### src/rtl/sa_tile_if.sv
// Handshake and data bundle between a tile sequencer and its host/array.
// The master side drives the command and input vectors; the slave is the sequencer.
interface sa_tile_if #(
    parameter int ROWS    = 8,
    parameter int COLS    = 8,
    parameter int INWIDTH = 8,
    parameter int KW      = 16
);
    localparam int DCW = (COLS > 1) ? $clog2(COLS) : 1;

    logic                            start;
    logic                            abort;
    logic [KW-1:0]                   cfg_k;
    logic                            in_valid;
    logic                            in_ready;
    logic [ROWS-1:0][INWIDTH-1:0]    a_in;
    logic [COLS-1:0][INWIDTH-1:0]    w_in;
    logic [ROWS-1:0][INWIDTH-1:0]    a_skew;
    logic [COLS-1:0][INWIDTH-1:0]    w_skew;
    logic                            arr_fire;
    logic                            acc_clr;
    logic                            out_valid;
    logic                            out_ready;
    logic [DCW-1:0]                  drain_col;
    logic                            done;
    logic                            err;
    logic                            busy;

    modport master (
        output start, abort, cfg_k, in_valid, a_in, w_in, out_ready,
        input  in_ready, a_skew, w_skew, arr_fire, acc_clr, out_valid,
               drain_col, done, err, busy
    );

    modport slave (
        input  start, abort, cfg_k, in_valid, a_in, w_in, out_ready,
        output in_ready, a_skew, w_skew, arr_fire, acc_clr, out_valid,
               drain_col, done, err, busy
    );
endinterface

### src/rtl/sa_tile_sequencer.sv
// Sequences one systolic-array tile: load K skewed vectors, flush the wavefront,
// then drain the result columns one at a time.
//
// state | meaning
// IDLE  | waiting for start; bad cfg_k pulses err
// LOAD  | accepting K input vectors, each accept advances the skew chains
// FLUSH | ROWS+COLS-1 zero-injecting fires, then one gap cycle for arr_fire to settle
// DRAIN | handing out columns 0..COLS-1 on out_valid/out_ready
module sa_tile_sequencer #(
    parameter int ROWS    = 8,
    parameter int COLS    = 8,
    parameter int INWIDTH = 8,
    parameter int KW      = 16
) (
    input  logic    clk,
    input  logic    rstn,
    sa_tile_if.slave bus
);
    localparam int DCW = (COLS > 1) ? $clog2(COLS) : 1;
    localparam int FLN = ROWS + COLS - 1;
    localparam int FCW = $clog2(FLN + 1);

    typedef enum logic [1:0] {IDLE, LOAD, FLUSH, DRAIN} state_t;

    state_t         state;
    logic [KW-1:0]  k_rem;
    logic [FCW-1:0] fl_rem;
    logic [DCW-1:0] drain_col_q;
    logic           arr_fire_q;
    logic           acc_clr_q;
    logic           done_q;
    logic           err_q;

    logic accept;
    logic fire;
    logic load_phase;

    assign load_phase = (state == LOAD);
    assign accept     = load_phase && bus.in_valid;
    assign fire       = accept || ((state == FLUSH) && (fl_rem != '0));

    assign bus.in_ready  = load_phase;
    assign bus.out_valid = (state == DRAIN);
    assign bus.busy      = (state != IDLE);
    assign bus.arr_fire  = arr_fire_q;
    assign bus.acc_clr   = acc_clr_q;
    assign bus.done      = done_q;
    assign bus.err       = err_q;
    assign bus.drain_col = drain_col_q;

    always_ff @(posedge clk or negedge rstn) begin
        if (!rstn) begin
            state       <= IDLE;
            k_rem       <= '0;
            fl_rem      <= '0;
            drain_col_q <= '0;
            arr_fire_q  <= 1'b0;
            acc_clr_q   <= 1'b0;
            done_q      <= 1'b0;
            err_q       <= 1'b0;
        end else begin
            acc_clr_q <= 1'b0;
            done_q    <= 1'b0;
            err_q     <= 1'b0;
            if (bus.abort) begin
                state       <= IDLE;
                k_rem       <= '0;
                fl_rem      <= '0;
                drain_col_q <= '0;
                arr_fire_q  <= 1'b0;
            end else begin
                arr_fire_q <= fire;
                case (state)
                    IDLE: begin
                        if (bus.start) begin
                            if (bus.cfg_k != '0) begin
                                state     <= LOAD;
                                k_rem     <= bus.cfg_k;
                                acc_clr_q <= 1'b1;
                            end else begin
                                err_q <= 1'b1;
                            end
                        end
                    end
                    LOAD: begin
                        if (accept) begin
                            k_rem <= k_rem - KW'(1);
                            if (k_rem == KW'(1)) begin
                                state  <= FLUSH;
                                fl_rem <= FCW'(FLN);
                            end
                        end
                    end
                    FLUSH: begin
                        // terminal count reached: this cycle is the no-fire gap
                        if (fl_rem != '0) begin
                            fl_rem <= fl_rem - FCW'(1);
                        end else begin
                            state <= DRAIN;
                        end
                    end
                    DRAIN: begin
                        if (bus.out_ready) begin
                            if (drain_col_q == DCW'(COLS - 1)) begin
                                state       <= IDLE;
                                drain_col_q <= '0;
                                done_q      <= 1'b1;
                            end else begin
                                drain_col_q <= drain_col_q + DCW'(1);
                            end
                        end
                    end
                    default: state <= IDLE;
                endcase
            end
        end
    end

    // Lane r of A gets r+1 stages so row r sees its data r cycles after row 0.
    for (genvar r = 0; r < ROWS; r++) begin : g_a
        logic [INWIDTH-1:0] stg [r+1];
        always_ff @(posedge clk or negedge rstn) begin
            if (!rstn) begin
                for (int j = 0; j <= r; j++) stg[j] <= '0;
            end else if (bus.abort) begin
                for (int j = 0; j <= r; j++) stg[j] <= '0;
            end else if (fire) begin
                stg[0] <= load_phase ? bus.a_in[r] : '0;
                for (int j = 1; j <= r; j++) stg[j] <= stg[j-1];
            end
        end
        assign bus.a_skew[r] = stg[r];
    end

    for (genvar c = 0; c < COLS; c++) begin : g_w
        logic [INWIDTH-1:0] stg [c+1];
        always_ff @(posedge clk or negedge rstn) begin
            if (!rstn) begin
                for (int j = 0; j <= c; j++) stg[j] <= '0;
            end else if (bus.abort) begin
                for (int j = 0; j <= c; j++) stg[j] <= '0;
            end else if (fire) begin
                stg[0] <= load_phase ? bus.w_in[c] : '0;
                for (int j = 1; j <= c; j++) stg[j] <= stg[j-1];
            end
        end
        assign bus.w_skew[c] = stg[c];
    end
endmodule

### src/flat_wrapper.sv
// flat-port wrapper written by rule: the top's interface ports become plain ports
module sa_tile_sequencer_flat 
#(
    parameter int ROWS    = 8,
    parameter int COLS    = 8,
    parameter int INWIDTH = 8,
    parameter int KW      = 16
)
  (clk, rstn, bus_start, bus_abort, bus_cfg_k, bus_in_valid, bus_a_in, bus_w_in, bus_out_ready, bus_in_ready, bus_a_skew, bus_w_skew, bus_arr_fire, bus_acc_clr, bus_out_valid, bus_drain_col, bus_done, bus_err, bus_busy);
  sa_tile_if #(.ROWS(ROWS), .COLS(COLS), .INWIDTH(INWIDTH), .KW(KW)) bus_i ();
  input  logic clk;
  input  logic rstn;
  input wire logic [$bits(bus_i.start)-1:0] bus_start;
  input wire logic [$bits(bus_i.abort)-1:0] bus_abort;
  input wire logic [$bits(bus_i.cfg_k)-1:0] bus_cfg_k;
  input wire logic [$bits(bus_i.in_valid)-1:0] bus_in_valid;
  input wire logic [$bits(bus_i.a_in)-1:0] bus_a_in;
  input wire logic [$bits(bus_i.w_in)-1:0] bus_w_in;
  input wire logic [$bits(bus_i.out_ready)-1:0] bus_out_ready;
  output wire logic [$bits(bus_i.in_ready)-1:0] bus_in_ready;
  output wire logic [$bits(bus_i.a_skew)-1:0] bus_a_skew;
  output wire logic [$bits(bus_i.w_skew)-1:0] bus_w_skew;
  output wire logic [$bits(bus_i.arr_fire)-1:0] bus_arr_fire;
  output wire logic [$bits(bus_i.acc_clr)-1:0] bus_acc_clr;
  output wire logic [$bits(bus_i.out_valid)-1:0] bus_out_valid;
  output wire logic [$bits(bus_i.drain_col)-1:0] bus_drain_col;
  output wire logic [$bits(bus_i.done)-1:0] bus_done;
  output wire logic [$bits(bus_i.err)-1:0] bus_err;
  output wire logic [$bits(bus_i.busy)-1:0] bus_busy;
  assign bus_i.start = bus_start;
  assign bus_i.abort = bus_abort;
  assign bus_i.cfg_k = bus_cfg_k;
  assign bus_i.in_valid = bus_in_valid;
  assign bus_i.a_in = bus_a_in;
  assign bus_i.w_in = bus_w_in;
  assign bus_i.out_ready = bus_out_ready;
  assign bus_in_ready = bus_i.in_ready;
  assign bus_a_skew = bus_i.a_skew;
  assign bus_w_skew = bus_i.w_skew;
  assign bus_arr_fire = bus_i.arr_fire;
  assign bus_acc_clr = bus_i.acc_clr;
  assign bus_out_valid = bus_i.out_valid;
  assign bus_drain_col = bus_i.drain_col;
  assign bus_done = bus_i.done;
  assign bus_err = bus_i.err;
  assign bus_busy = bus_i.busy;
  sa_tile_sequencer #(.ROWS(ROWS), .COLS(COLS), .INWIDTH(INWIDTH), .KW(KW)) u_core (.clk(clk), .rstn(rstn), .bus(bus_i));
endmodule
### config.mk
export PLATFORM = sky130hd
export DESIGN_NAME = sa_tile_sequencer_flat
export DESIGN_NICKNAME = d
export VERILOG_FILES = /design/src/rtl/sa_tile_if.sv /design/src/rtl/sa_tile_sequencer.sv /design/src/flat_wrapper.sv
export SDC_FILE = /design/constraint.sdc
export NUM_CORES = 1
export LEC_CHECK = 0
export BUFFER_PORTS_ARGS = -buffer_cell sky130_fd_sc_hd__buf_2
export CORE_MARGIN = 2
export CORE_UTILIZATION = 58
export CTS_CLUSTER_SIZE = 24
export DETAILED_ROUTE_END_ITERATION = 8
export PLACE_DENSITY = 0.79
export SLEW_MARGIN = 20
export SYNTH_ARGS = -nofsm -noshare
export SYNTH_HDL_FRONTEND = slang
export SYNTH_SLANG_ARGS = --single-unit
### constraint.sdc
create_clock -name clk -period 3.1 [get_ports clk]
set_input_delay 0.31 -clock clk [delete_from_list [all_inputs] [get_ports clk]]
set_output_delay 0.31 -clock clk [all_outputs]
set_load 0.01 [all_outputs]
# Yosys cells after proc, flatten, opt, wreduce, memory -nomap -nowiden
# Cells that the tools add are included.
# totals
register_bits	605
out_inout_bits	138
# op_classes
n_addsub	3
n_eq_ne	13
mux	84
n_reduce_logical	16
# op_table
op	count
2-to-1 mux 64 bit	4
2-to-1 mux 56 bit	4
2-to-1 mux 48 bit	4
2-to-1 mux 40 bit	4
2-to-1 mux 8 bit	20
2-to-1 mux 16 bit	8
2-to-1 mux 32 bit	4
2-to-1 mux 24 bit	4
case mux 16 bit (2 select lines)	1
equality test 16 x 1 -> 1 bit, second input constant	1
2-to-1 mux 2 bit	8
2-to-1 mux 4 bit	4
nonzero test 16 bit	1
subtractor 16 x 1 -> 16 bit, second input constant	1
!= test 3 bit, second input constant	5
2-to-1 mux 1 bit	13
2-to-1 mux 3 bit	4
!= test 3 x 2 -> 1 bit, second input constant	3
case mux 2 bit (4 select lines)	1
case mux 4 bit (2 select lines)	1
AND reduction 4 bit	2
nonzero test 2 bit	4
AND reduction 7 bit	1
nonzero test 3 bit	2
10 further kinds	12

# Logic depth before layout (Yosys ltp)
# depth
depth_word	5
depth_mapped	10
ltp_nobuf	7

# Worst setup path after synthesis
# Ideal clock, no wire load.
# synth_timing
kind	reg-to-reg
startpoint	register u_core.state[1]
endpoint	register u_core.k_rem[14]
setup_ns	0.132
arrival_time_ns	2.042
t_required_ns	2.968
setup_slack_ns	0.926
path_stages_with_launch	10
n_path_buf	2
path_cell_list	dfrtp_1 inv_1 ha_1 clkbuf_1 nor2b_1 or3_1 a21oi_2 buf_4 o22ai_1 o2bb2ai_1
# synth_between
elab_chain_cells	4
elab_cells_between_ends	10
cone_classes	4 x eq/ne; 2 x mux; 4 x reduce/logical
# synth_rtl
element	line_no	source
start: declaration	sa_tile_sequencer.sv:25	state_t state;
start signal: assignment	sa_tile_sequencer.sv:53	state <= IDLE;
start signal: assignment	sa_tile_sequencer.sv:66	state <= IDLE;
start signal: assignment	sa_tile_sequencer.sv:77	state <= LOAD;
equality test 2 x 1 -> 1 bit (*)	sa_tile_sequencer.sv:38	assign load_phase = (state == LOAD);
named net bus_in_ready	flat_wrapper.sv:20	output wire logic [$bits(bus_i.in_ready)-1:0] bus_in_ready;
logical AND 1 bit	sa_tile_sequencer.sv:39	assign accept = load_phase && bus.in_valid;
!= test 3 x 2 -> 1 bit (no line)	--	
AND reduction 4 bit (no line)	--	
end signal: assignment	sa_tile_sequencer.sv:78	k_rem <= bus.cfg_k;
end signal: assignment	sa_tile_sequencer.sv:87	k_rem <= k_rem - KW'(1);
end: declaration	sa_tile_sequencer.sv:26	logic [KW-1:0] k_rem;
# Mark *: on every way through the listed nets, which the timed path passes. The rest lies on a longest branch.
# A chain may end at the register's enable or synchronous reset.

# Final worst setup path
# layout_timing
startpoint	register u_core.fl_rem[0]
endpoint	register u_core.g_w[1].stg (netlist bit u_core.bus.w_skew[11])
# layout_between
elab_chain_cells	4
# layout_rtl
element	line_no	source
start: declaration	sa_tile_sequencer.sv:27	logic [FCW-1:0] fl_rem;
start signal: assignment	sa_tile_sequencer.sv:90	fl_rem <= FCW'(FLN);
start signal: assignment	sa_tile_sequencer.sv:97	fl_rem <= fl_rem - FCW'(1);
nonzero test 4 bit	sa_tile_sequencer.sv:40	assign fire = accept || ((state == FLUSH) && (fl_rem != '0));
logical AND 1 bit	sa_tile_sequencer.sv:40	
logical OR 1 bit	sa_tile_sequencer.sv:40	
nonzero test 2 bit (no line)	--	
end: declaration	sa_tile_sequencer.sv:136	logic [INWIDTH-1:0] stg [c+1];
# No other way between the ends.

==> Flow_metrics.wiki <==
{| class="wikitable"
! Metric !! Value
|-
| Status || completed
|-
| Net total in the final layout || just under 3000
|-
| Share of synthesized area spent on multiplexers || less than 1%
|-
| Critical Path End Type || flip-flop
|-
| Warnings from Yosys || 0
|-
| Sequential Power Share || 42.3%
|-
| Most frequent cell on the critical path || inv_1
|-
| CP Cell Sequence || inv_1 -> ha_1 -> inv_1 -> o31ai_1 -> and2_4 -> buf_12 -> nand2_1 -> a21oi_1
|-
| Crit path buf inv count || 3
|-
| Area added between synthesis and finish || 18.1%
|-
| Number of antenna violations at the first check in global routing || 4
|-
| Post-detail-place hpwl || 32.8 mm
|-
| Summed area of non-filler cells in the final layout || 0.0291 mm²
|-
| Number of buffers inserted during clock tree synthesis || a little under 60
|-
| Ratio of final minimum period to clock period || 90.0%
|-
| Beginning of the worst register-to-register path || u_core.fl_rem[0]
|-
| Post-cts resize count || 0
|-
| Worst-Skew Late Latency || 0.61 ns
|-
| Maximum count of clock buffers along a single path || 3
|-
| Post-Synthesis Net Count || 2719
|-
| Dominant cell by count in the synthesized netlist || nand2_1
|-
| Width of the die || 210 µm
|-
| DR DRC count || 0
|-
| Worst min-delay path category || input pin to flip-flop
|-
| Starting utilization of the core area || between 50% and 60%
|-
| Portion of the post-synthesis area used by sequential elements || 61.4%
|-
| Adder-cell area share of the yosys netlist || 0.457%
|-
| Final count of pins violating max slew || 0
|-
| Top-level I/O count || 288
|-
| Average wire length per cell after detail routing || 17.5 µm
|-
| Transition time at the pin with the least slew margin || 0.962 ns
|-
| Sum of overflow across all layers after global routing || 0
|-
| Worst rel slew slack || 35.8%
|-
| Met2 Use GR || 44.5%
|-
| Relative contribution of the clock network to total power || around a third
|-
| Root cell of the clock tree || clkbuf_16
|-
| XOR/XNOR Fraction of Synth Area || 0%
|-
| Primary FF master, synth || dfrtp_1
|-
| Number of enable-type register cells in the synthesized netlist || 0
|-
| Comb power frac || 23.3%
|-
| Mapped Avg Cell Area || 9.62 µm²
|-
| Category of the most critical setup path || flip-flop to flip-flop
|-
| I/O Buffers || 287
|-
| Share of layout cells above drive strength 1 || 15.5%
|-
| Clock slew at reported path FFs || 0.06 ns
|-
| Endpoint of the most critical register-to-register path || u_core.bus.w_skew[11]
|-
| Post-place instance area || 0.0258 mm²
|-
| Register bit count reported by yosys || 605
|-
| Post-synth top cells || nand2_1, dfrtp_1, a21oi_1
|-
| Met3 layer usage reported by global route || under 10%
|-
| Die Area || 0.0441 mm²
|-
| Simple logic cell fraction of the synthesized area || 15.5%
|-
| Delay-heaviest family, CP || compound AO/OA/AOI/OAI gates
|-
| Post-synthesis cell type count || 49
|-
| Global-route total usage across every layer || 27.0%
|-
| Library cell with the largest summed area after synthesis || dfrtp_1
|-
| CTS tree || built
|-
| Worst Path Required || 3.60 ns
|-
| Worst setup skew after layout || 0.0126 ns
|-
| Stages on the worst setup path || 8
|-
| Standard-cell rows || between 70 and 80
|-
| Area share of the largest cell type after synthesis || 61.4%
|-
| Max cap viols || 0
|-
| Crit path to || u_core.bus.w_skew[11]
|-
| Worst path max stage delay || around 0.57 ns
|-
| Leak || 0.0133 µW
|-
| Source of the critical timing path || u_core.fl_rem[0]
|-
| Weighted congestion reported at the end of routability-driven placement || around 0.85
|-
| Vert. Die Dim || 210 µm
|-
| Number of nets with antenna violations after detailed routing || 0
|-
| Pin count of the biggest net entering global routing || 188
|-
| Number of failing hold endpoints at the final stage || 0
|-
| Crit-path slowest cell || and2_4
|-
| Via count of the first global-routing pass || 19200
|-
| Category of the worst setup path launch point || flip-flop
|-
| DRT Pass-1 Iters || 6
|-
| Share of flip-flops with an asynchronous set or reset || 100%
|-
| Met1 usage in global routing || ~37%
|-
| Final worst path period need || 2.79 ns
|-
| Worst R2R Setup Slack || 0.31 ns
|-
| Most used routing layer in global routing || met2
|-
| PnR Total Power || roughly 20000 µW
|-
| Sum Neg Setup Slack || 0 ns
|-
| Compound-cell area share of the yosys netlist || 15.5%
|-
| R2r worst-path depth || 8
|-
| Mapped cell area || 0.0246 mm²
|-
| Core Box Area || roughly 0.042 mm²
|-
| Internal Pwr Total || 13800 µW
|-
| Power Density || between 700 and 800 mW/mm²
|-
| Unrepaired setup endpoints after global routing || no
|-
| Clock sink count || 605
|-
| Vias post-DR || 19200
|-
| Iter 0 DRT Violations || 1885
|-
| First-pass GRT wire length || 97.6 mm
|-
| Arrival time at the worst endpoint || between 3 and 4 ns
|-
| Largest voltage drop on the vdd net || approximately 0.74 mV
|-
| Finish-stage setup viols || 0
|-
| Top post-synthesis cells by area || dfrtp_1, nand2_1, a21oi_1
|-
| Final wirelength || 59.2 mm
|-
| Vias per cell || between 5 and 6
|-
| Cells after synthesis || 2560
|-
| CTS H-tree depth || 2
|-
| Fmax achieved || 358 MHz
|-
| Fraction of power spent switching nets || 33.0%
|-
| Combinational family with the most area after synthesis || compound AO/OA/AOI/OAI gates
|-
| Max Fanout on Critical Path || 93
|-
| Switching power of the nets || a little under 7000 µW
|}
-- area by class of cell --
| type | instances | area (µm²) |
|---|---|---|
| antenna | 4 | 10.0 |
| sequential | 605 | 15100 |
| timing repair buffer | 470 | 3460 |
| clock buffer | 89 | 1750 |
| inverter | 17 | 63.8 |
| multi-input combinational | 1636 | 7820 |
| fill | 3045 | 12800 |
| tap | 539 | 674 |
| clock inverter | 21 | 178 |
-- worst min path at each step --
stage	start	to	slack [ns]	cells past startpoint
floorplan	rstn	u_core.bus.a_skew[10]	0.01	0
global placement	rstn	u_core.g_w[1].stg[10]	0.39	1
detailed placement	rstn	u_core.g_w[1].stg[11]	0.40	1
CTS	bus_cfg_k[14]	u_core.k_rem[14]	0.001	3
global route	bus_cfg_k[14]	u_core.k_rem[14]	0.02	3
finish	bus_cfg_k[14]	u_core.k_rem[14]	0.04	3
-- worst reg2reg max path: stages, from the launching register on --
cell     delay [ns]
dfrtp_1        0.41
inv_1          0.08
ha_1           0.19
inv_1          0.06
o31ai_1        0.49
and2_4         0.57
buf_12         0.44
nand2_1        0.18
a21oi_1        0.27
-- state kept, by name, indices dropped and copies added, names as in the netlist --
name / flops
u_core.bus.a_skew: 56
u_core.bus.w_skew: 56
u_core.bus.arr_fire: 1
u_core.bus.err: 1
u_core.bus.acc_clr: 1
u_core.g_a.stg: 232
u_core.bus.drain_col: 3
u_core.k_rem: 16
u_core.state: 2
u_core.fl_rem: 4
u_core.g_w.stg: 232
u_core.bus.done: 1
-- metal layers --
layer	vias up	share of wire (%)
met5	-	0
met2	653	49
met4	0	2.7
li1	8813	-
met3	118	5.8
met1	9582	42
-- power by group through the flow --
stage / registers (µW) / logic [µW] / clock network, µW
6_report: 8710 / 4810 / 7090
5_1_grt: 8750 / 5280 / 7540
4_1_cts: 8690 / 4800 / 7220
3_5_place_dp: 8820 / 4650 / 0
3_3_place_gp: 8810 / 4570 / 0
2_1_floorplan: 8750 / 3200 / 0
-- per-stage QoR --
stage | hold slack, ns | utilization (%) | worst slack [ns] | instances
2_1_floorplan | 0.0144 | - | 0.926 | 2560
3_3_place_gp | 0.395 | 61.5 | 0.476 | 3129
3_5_place_dp | 0.404 | 61.5 | 0.376 | 3129
4_1_cts | 0.00121 | 69.4 | 0.364 | 3377
5_1_grt | 0.0209 | 69.4 | 0.153 | 3381
6_report | 0.0380 | 69.4 | 0.309 | 3381
-- cells in the final DEF, fill, tap and decap left out, types with 4 or more instances in the layout --
cell and count:
nand2_1 913, dfrtp_1 605, a21oi_1 463, buf_2 285, dlygate4sd3_1 138, a22o_1 128, clkbuf_16 59, buf_12 23
buf_4 22, inv_1 16, nor2_1 16, clkbuf_8 16, clkbuf_1 14, nor3_1 12, clkinv_2 12, o22ai_1 11
nor4_1 10, o2bb2ai_1 10, ha_1 9, o21ai_0 7, nor2b_1 5, diode_2 4, mux2i_1 4, inv_6 4
-- logic make-up (layout without fill, tap and decap cells) --
family	after synthesis	count (layout)
simple gates	980	980
flops	605	605
compound gates	641	641
buf+inv	319	597
fa+ha+maj	9	9
mux	6	6
other cells	0	4
-- repair_timing --
| item | in CTS | in global routing |
|---|---|---|
| buffers inserted | 0 | 0 |
| endpoints found under the hold margin | 217 | 0 |
| hold buffers | 138 | 0 |
(Power assumes the default switching activity.)
